### config.mk
export PLATFORM = sky130hd
export DESIGN_NAME = vga_fb_arbiter
export DESIGN_NICKNAME = d
export VERILOG_FILES = /design/src/rtl/vga_fb_arbiter.sv
export SDC_FILE = /design/constraint.sdc
export NUM_CORES = 1
export LEC_CHECK = 0
export BUFFER_PORTS_ARGS = -buffer_cell sky130_fd_sc_hd__buf_2
export CAP_MARGIN = 0
export CORE_ASPECT_RATIO = 1.75
export CORE_MARGIN = 2
export CORE_UTILIZATION = 46
export CTS_BUF_LIST = sky130_fd_sc_hd__clkbuf_2 sky130_fd_sc_hd__clkbuf_4 sky130_fd_sc_hd__clkbuf_8
export DETAILED_ROUTE_END_ITERATION = 10
export GPL_TIMING_DRIVEN = 0
export PLACE_DENSITY = 0.82
export SLEW_MARGIN = 20
export SYNTH_ARGS = -nofsm -noshare
export SYNTH_HDL_FRONTEND = slang
export SYNTH_SLANG_ARGS = --single-unit
### constraint.sdc
create_clock -name clk -period 4.1 [get_ports clk]
set_clock_uncertainty 0.1 [all_clocks]
set_input_delay 0.205 -clock clk [delete_from_list [all_inputs] [get_ports clk]]
set_output_delay 0.205 -clock clk [all_outputs]
set_load 0.01 [all_outputs]
### src/rtl/vga_fb_arbiter.sv
// Single-port frame-buffer arbiter: display reads get the slot they need, writer fills the rest.
// Optional macro VGA_ARB_WR_GUARD_EN: out-of-range writes are acked, dropped and flagged on wr_err.
module vga_fb_arbiter #(
    parameter int ADDR_W = 19,
    parameter int DATA_W = 8,
    parameter int RD_LAT = 1,
    parameter int H_OFF  = 64,
    parameter int V_OFF  = 16,
    parameter int H_ACT  = 640,
    parameter int V_ACT  = 480
) (
    input  logic              clk,
    input  logic              rst_n,
    input  logic              in_display,
    input  logic [9:0]        counter_x,
    input  logic [9:0]        counter_y,
    output logic              data_ready,
    output logic [DATA_W-1:0] pixel,
    input  logic              wr_req,
    input  logic [ADDR_W-1:0] wr_addr,
    input  logic [DATA_W-1:0] wr_data,
    output logic              wr_ack,
    output logic              wr_err,
    output logic              mem_en,
    output logic              mem_we,
    output logic [ADDR_W-1:0] mem_addr,
    output logic [DATA_W-1:0] mem_wdata,
    input  logic [DATA_W-1:0] mem_rdata
);

    typedef enum logic [1:0] {
        IDLE    = 2'd0,
        RD_WAIT = 2'd1,
        SETTLE  = 2'd2
    } state_t;

    state_t            r_state;
    logic [1:0]        r_cnt;
    logic              r_data_ready;
    logic [DATA_W-1:0] r_pixel;

    logic [9:0]        w_rd_x;
    logic [9:0]        w_rd_y;
    logic              w_rd_in_range;
    logic [ADDR_W-1:0] w_rd_addr;
    logic              w_rd_issue;
    logic              w_wr_grant;
    logic              w_wr_bad;
    logic              w_wr_commit;

    // Counters below the offsets wrap to large values and fall out of range naturally.
    assign w_rd_x        = counter_x - 10'(H_OFF);
    assign w_rd_y        = counter_y - 10'(V_OFF);
    assign w_rd_in_range = (32'(w_rd_x) < 32'(H_ACT)) && (32'(w_rd_y) < 32'(V_ACT));
    assign w_rd_addr     = ADDR_W'(w_rd_y) * ADDR_W'(H_ACT) + ADDR_W'(w_rd_x);

    assign w_rd_issue = rst_n && (r_state == IDLE) && in_display && w_rd_in_range;
    assign w_wr_grant = rst_n && wr_req &&
                        (((r_state == IDLE) && !in_display) || (r_state == SETTLE));

`ifdef VGA_ARB_WR_GUARD_EN
    localparam longint unsigned FB_SIZE = longint'(H_ACT) * longint'(V_ACT);

    logic r_wr_err;

    assign w_wr_bad = (64'(wr_addr) >= 64'(FB_SIZE));

    always_ff @(posedge clk) begin
        if (!rst_n) begin
            r_wr_err <= 1'b0;
        end else if (w_wr_grant && w_wr_bad) begin
            r_wr_err <= 1'b1;
        end
    end

    assign wr_err = r_wr_err;
`else
    assign w_wr_bad = 1'b0;
    assign wr_err   = 1'b0;
`endif

    assign w_wr_commit = w_wr_grant && !w_wr_bad;

    always_comb begin
        mem_en    = 1'b0;
        mem_we    = 1'b0;
        mem_addr  = wr_addr;
        mem_wdata = wr_data;
        if (w_rd_issue) begin
            mem_en   = 1'b1;
            mem_addr = w_rd_addr;
        end else if (w_wr_commit) begin
            mem_en = 1'b1;
            mem_we = 1'b1;
        end
    end

    assign wr_ack = w_wr_grant;

    always_ff @(posedge clk) begin
        if (!rst_n) begin
            r_state      <= IDLE;
            r_cnt        <= '0;
            r_data_ready <= 1'b0;
            r_pixel      <= '0;
        end else begin
            case (r_state)
                IDLE: begin
                    r_data_ready <= 1'b0;
                    if (in_display) begin
                        if (w_rd_in_range) begin
                            r_state <= RD_WAIT;
                            r_cnt   <= 2'(RD_LAT);
                        end else begin
                            // Off-screen coordinates still need a pulse so the generator advances.
                            r_pixel      <= '0;
                            r_data_ready <= 1'b1;
                            r_state      <= SETTLE;
                        end
                    end
                end
                RD_WAIT: begin
                    r_cnt <= r_cnt - 2'd1;
                    if (r_cnt <= 2'd1) begin
                        r_pixel      <= mem_rdata;
                        r_data_ready <= 1'b1;
                        r_state      <= SETTLE;
                    end
                end
                SETTLE: begin
                    r_data_ready <= 1'b0;
                    r_state      <= IDLE;
                end
                default: begin
                    r_data_ready <= 1'b0;
                    r_state      <= IDLE;
                end
            endcase
        end
    end

    assign data_ready = r_data_ready;
    assign pixel      = r_pixel;

endmodule

==> results.py, run 1 <==
metrics = {
    "floorplan": {
        "dieWidth_um": 51.2,
        "die_area_um2": 4430,
        "start_util_pct": 47.2,
        "core-area_um2": 3790,
        "die_h_um": 86.5,
        "rows": 30,
        "ios": 99,
    },
    "sta": {
        "max_slew_margin_pct": 59.2,
        "setup_violations": 0,
        "maxSlewViolCount": 0,
        "fmax_ghz": 0.258,
        "fin_crit_sh_pct": 94.5,
        "hold_viol": 0,
        "period_needed_ps": 3870,
        "rsz0062_at_grt": "false",
        "worstMarginPinSlew_ps": 603,
        "fin_tns_setup_ps": 0,
    },
    "critical_path": {
        "crit_path_max_fanout": 5,
        "reg2reg_from": "r_state[0]",
        "cp_num_cells": 15,
        "critical_path.startpoint": "counter_y[4]",
        "worstPathCellList": "buf_2 -> inv_1 -> ha_1 -> or3b_2 -> or2_2 -> nand2_1 -> nor2_1 -> ha_1 -> inv_1 -> a2111o_1 -> o311ai_1 -> nand4_1 -> or4b_1 -> nand3_1 -> buf_2",
        "crit_end": "mem_addr[17]",
        "reg2reg_depth": 6,
        "r2r_setup_slack_ps": 2070,
        "slowest_stage": "or4b_1",
        "worst_setup_path_end_kind": "output port",
        "cp.arrival_ps": 3570,
        "required_ps": 3800,
        "critPathTopFamily": "simple AND/OR/NAND/NOR gates",
        "timing.rr.end": "pixel[4]",
        "critical_path_buf_inv_count": 4,
        "worstSetupStartpointType": "input port",
        "critPathKind": "in2out",
        "cpPeakStageDelay_ps": 530,
    },
    "synthesis": {
        "synthCells": 222,
        "ys_top_cells_by_area": "ha_1 (15%), dfxtp_1 (15%), mux2_2 (5.0%)",
        "synth_edf_count": 0,
        "post_synth.cell_area_avg_um2": 8.07,
        "synth_flop_cell": "dfxtp_1",
        "async_reset_ff_share_pct": 0,
        "synth_seq_cells": 13,
        "synth_area_um2": 1790,
        "syn-num-nets": 304,
        "ys_seq_area_share_pct": 14.5,
        "synth_cell_types": 58,
        "synth_top_area_share_pct": 14.7,
        "synth_top_area_cell": "ha_1",
        "yosysWarnings": 0,
        "ys_top_cells_by_count": "ha_1 (21), nand2_1 (21), o21ai_0 (17)",
    },
    "placed_design": {
        "placed_cell_area_um2": 2300,
        "hpwl_um": 4030,
        "port_buffers": 89,
        "gp_congestion": 0.764,
    },
    "layout": {
        "nNetsFinal": 398,
        "drive_gt1_share_pct": 39.4,
        "stdcell_area_um2": 2340,
        "fillers": 368,
        "syn_to_final_growth_pct": 31.0,
        "diodes": 0,
    },
    "clock_network": {
        "cts_buffer_depth": 2,
        "cts_resized": 0,
        "numCtsBuffers": 3,
        "holdBufCountCts": 0,
        "htreeDepth": 1,
        "cts_tree": "done",
        "numClockSinks": 13,
        "clk_pin_slew_ps": 50,
        "cts_root_buf": "clkbuf_8",
        "clock_latency_ps": 240,
        "post_cts_buffers": 0,
    },
    "hold_path": {
        "min_path_type": "in2reg",
        "hold_start": "mem_rdata[1]",
    },
    "global_route": {
        "grt_max_degree": 11,
        "grt_pass1_vias": 1879,
        "gr-total-overflow": 0,
        "antenna_found_initial": 0,
        "grt_pass1_wl_um": 7460,
        "grtUsageTotal_pct": 21.1,
    },
    "power_and_ir_drop": {
        "p_per_area_nw_per_um2": 246,
        "leakagePower_nw": 1.23,
        "vdd_ir_drop_max_mv": 0.178,
    },
    "detailed_routing": {
        "drc": 0,
        "vias_per_cell": 5.48,
        "ant_nets": 0,
        "drtPass1Iterations": 4,
        "finalWirelength_um": 4670,
        "vias": 1989,
        "wire_per_inst_um": 12.9,
        "drt-initial-drc-count": 32,
    },
    "flow_run": {
        "cap_violations": 0,
    },
    "status": {
        "status": "complete, no violations",
    },
}
==> power by group <==
part           total [mW]  switching, mW  internal (mW)  leakage, nW
Combinational       0.325          0.172          0.153         1.10
Sequential          0.135        0.00346          0.132        0.106
Clock               0.117         0.0421         0.0750       0.0262
==> worst min path at each step <==
stage,end,slack [ps],cells past startpoint
floorplan,pixel[0],230,1
global placement,pixel[5],320,2
detailed placement,pixel[7],320,2
CTS,pixel[7],80,2
global route,pixel[3],70,2
finish,pixel[1],70,2
==> cells by family after synthesis <==
| group | after synthesis | synth area share [%] |
|---|---|---|
| fa+ha+maj | 23 | 16.9 |
| compound gates | 58 | 24.7 |
| mux | 9 | 5.59 |
| flops | 13 | 14.5 |
| xor+xnor | 15 | 7.34 |
| simple gates | 72 | 22.2 |
| other cells | 1 | 0.209 |
| buf+inv | 31 | 8.52 |
==> area by class of cell <==
type,count,area [um^2],share of cell area (%)
timing repair buffer,89,445,19.0
sequential,13,260,11.1
tap,48,60.1,2.56
inverter,15,56.3,2.40
buffer,16,96.3,4.11
clock buffer,4,48.8,2.08
multi-input combinational,178,1380,58.8
==> sequential cells by signal (all words and copies together), names as in the netlist <==
| signal | count |
|---|---|
| data_ready | 1 |
| pixel | 8 |
| r_cnt | 2 |
| r_state | 2 |
==> cells in the final DEF, fill, tap and decap left out, types with 2 or more instances in the layout <==
| cell type | n |
|---|---|
| a21o_1 | 3 |
| a32o_1 | 8 |
| and3_1 | 4 |
| nand2_1 | 21 |
| o21ai_0 | 17 |
| o31ai_1 | 2 |
| inv_1 | 15 |
| a211o_1 | 2 |
| or2_2 | 5 |
| xor2_1 | 6 |
| o21a_1 | 2 |
| nor3_1 | 4 |
| nor2_1 | 11 |
| nor2b_1 | 7 |
| nand4_1 | 2 |
| ha_1 | 21 |
| clkbuf_1 | 4 |
| dfxtp_1 | 13 |
| xnor2_1 | 9 |
| o21bai_1 | 2 |
| buf_2 | 91 |
| nor3b_1 | 2 |
| clkbuf_8 | 3 |
| a21oi_1 | 5 |
| fa_1 | 2 |
| mux2_2 | 8 |
| nand3_1 | 3 |
| buf_4 | 9 |
| nand3b_1 | 3 |
==> routing by layer <==
layer / part of all wire (%) / vias up / GRT usage (%)
met5: 0 / - / 0
met4: 2.2 / 0 / 10.8
met3: 3.7 / 12 / 1.03
met2: 61 / 63 / 44.0
met1: 33 / 926 / 19.1
li1: - / 988 / -
==> through the flow <==
step	instances	worst slack (ps)	util, %	hold WS, ps	power (mW)
5_1_grt	363	91.1	61.8	74.0	0.628
3_3_place_gp	359	247	60.6	317	0.451
3_5_place_dp	359	149	60.6	324	0.459
2_1_floorplan	222	702	-	231	0.366
4_1_cts	363	145	61.8	75.0	0.579
6_report	363	227	61.8	74.7	0.577
Power figures use the tool's default switching activity.
==> run 2, diff against run 1 <==
==> constraint.sdc (replaced) <==
create_clock -name clk -period 3.94 [get_ports clk]
set_clock_uncertainty 0.1 [all_clocks]
set_input_delay 0.197 -clock clk [delete_from_list [all_inputs] [get_ports clk]]
set_output_delay 0.197 -clock clk [all_outputs]
set_load 0.01 [all_outputs]
==> run 2 against run 1 <==
Routed wire length up 0.60%. Count of clock-buffer cells in the layout unchanged. Worst setup slack worse by 83 ps. First-iteration DRC count up 47%. Sequential power up 4%. Sequential share of layout area down 0.076 points. Flip-flop and latch count unchanged. Core utilization up 0.43 points. Hold slack worse by 6.8 ps. Non-clock buffer count unchanged. Die area unchanged. Critical path type unchanged.
==> results.py, run 2 (synthesis gave the netlist of run 1 again) <==
metrics = {
    "hold_path": {
        "min_path_type": "in2reg",
    },
    "critical_path": {
        "cp.arrival_ps": 3500,
        "required_ps": 3640,
        "crit_path_max_fanout": 5,
        "timing.rr.end": "pixel[1]",
        "worstSetupStartpointType": "input port",
        "critical_path.startpoint": "counter_y[4]",
        "worst_setup_path_end_kind": "output port",
        "r2r_setup_slack_ps": 1900,
        "critPathKind": "in2out",
        "crit_end": "mem_addr[17]",
        "reg2reg_depth": 6,
        "reg2reg_from": "r_state[0]",
    },
    "floorplan": {
        "ios": 99,
        "rows": 30,
        "core-area_um2": 3790,
        "dieWidth_um": 51.2,
        "die_area_um2": 4430,
        "die_h_um": 86.5,
        "start_util_pct": 47.2,
    },
    "sta": {
        "layout_setup_ws_ps": 145,
        "fmax_ghz": 0.263,
        "maxSlewViolCount": 0,
        "worst_hold_slack_ps": 67.8,
        "fin_tns_setup_ps": 0,
        "period_needed_ps": 3800,
        "hold_viol": 0,
        "setup_violations": 0,
        "rsz0062_at_grt": "false",
        "fin_crit_sh_pct": 96.3,
    },
    "clock_network": {
        "clk_pin_slew_ps": 50,
        "htreeDepth": 1,
        "post_cts_buffers": 0,
        "cts_buffer_depth": 2,
        "cts_tree": "done",
        "holdBufCountCts": 0,
        "cts_root_buf": "clkbuf_8",
        "cts_resized": 0,
        "numCtsBuffers": 3,
        "numClockSinks": 13,
        "clock_latency_ps": 240,
    },
    "layout": {
        "nNetsFinal": 398,
        "fillers": 367,
        "diodes": 0,
        "seq_area_um2": 260,
        "largest_register_ffs": 8,
        "drive_gt1_share_pct": 40.3,
        "final_common_cell": "buf_2",
        "syn_to_final_growth_pct": 31.9,
        "multi_input_area_um2": 1390,
        "instances_no_fill": 363,
        "final_cell_mix": "buf_2 (91), nand2_1 (21), ha_1 (20), o21ai_0 (17), inv_1 (15)",
    },
    "detailed_routing": {
        "vias_per_cell": 5.49,
        "vias": 1992,
        "wire_per_inst_um": 12.9,
        "drt-initial-drc-count": 47,
        "drc": 0,
        "finalWirelength_um": 4700,
        "drtPass1Iterations": 5,
        "ant_nets": 0,
    },
    "placed_design": {
        "pre_cts_ws_ps": 4.93,
        "dp.cells": 359,
        "hpwl_um": 4030,
        "port_buffers": 89,
        "gp_congestion": 0.764,
    },
    "global_route": {
        "grt_pass1_vias": 1879,
        "grtUsageTotal_pct": 21.1,
        "grt_max_degree": 11,
        "grt_pass1_wl_um": 7460,
        "gr-total-overflow": 0,
        "antenna_found_initial": 0,
    },
    "status": {
        "status": "complete, no violations",
    },
    "flow_run": {
        "cap_violations": 0,
    },
    "power_and_ir_drop": {
        "p_per_area_nw_per_um2": 257,
        "leakagePower_nw": 1.24,
        "vdd_ir_drop_max_mv": 0.186,
    },
}
run 2: cell count changes in the layout (fill, tap and decap cells not counted):
cell / before / now
ha_1: 21 / 20
ha_2: 0 / 1
o22ai_1: 1 / 0
o22ai_2: 0 / 1
o311ai_1: 1 / 0
o311ai_2: 0 / 1
run 2: layer usage:
layer | track usage, % | routed length (um)
met4 | 10.8 | 124
met1 | 19.1 | 1550
met3 | 1.03 | 166
met5 | 0 | 0
met2 | 44.0 | 2850
run 2: worst max-delay path: stages:
cell,delay (ps)
buf_2,110
inv_1,130
ha_2,230
or3b_2,450
or2_2,310
nand2_1,90
nor2_1,50
ha_1,340
inv_1,120
a2111o_1,420
o311ai_2,140
nand4_1,150
or4b_1,530
nand3_1,90
buf_2,130
run 2: metrics by stage:
stage	total power, mW	instance area (um^2)	util, %
3_5_place_dp	0.478	2300	60.6
3_3_place_gp	0.469	2300	60.6
5_1_grt	0.660	2360	62.3
6_report	0.607	2360	62.3
4_1_cts	0.602	2340	61.8
2_1_floorplan	0.381	1790	-
run 2: how the worst min path moves through the flow:
stage	start	end	slack, ps	depth (start not counted)
final	mem_rdata[7]	pixel[7]	70	2
after global routing	mem_rdata[3]	pixel[3]	70	2
after CTS	mem_rdata[7]	pixel[7]	70	2
after detailed placement	mem_rdata[7]	pixel[7]	320	2
after global placement	mem_rdata[5]	pixel[5]	310	2
after floorplan	mem_rdata[0]	pixel[0]	220	1
run 2: area by class of cell:
cell class | instances | share of cell area, %
Buffer | 16 | 4.08
Clock buffer | 4 | 2.07
Inverter | 15 | 2.38
Multi-Input combinational cell | 178 | 59.0
Sequential cell | 13 | 11.0
Tap cell | 48 | 2.54
Timing Repair Buffer | 89 | 18.9
run 2: power breakdown:
group / leakage [nW] / switching, mW / total, mW / internal (mW)
registers: 0.106 / 0.00366 / 0.141 / 0.137
logic: 1.11 / 0.182 / 0.345 / 0.162
clock network: 0.0262 / 0.0432 / 0.121 / 0.0780
total: 1.24 / 0.229 / 0.607 / 0.378
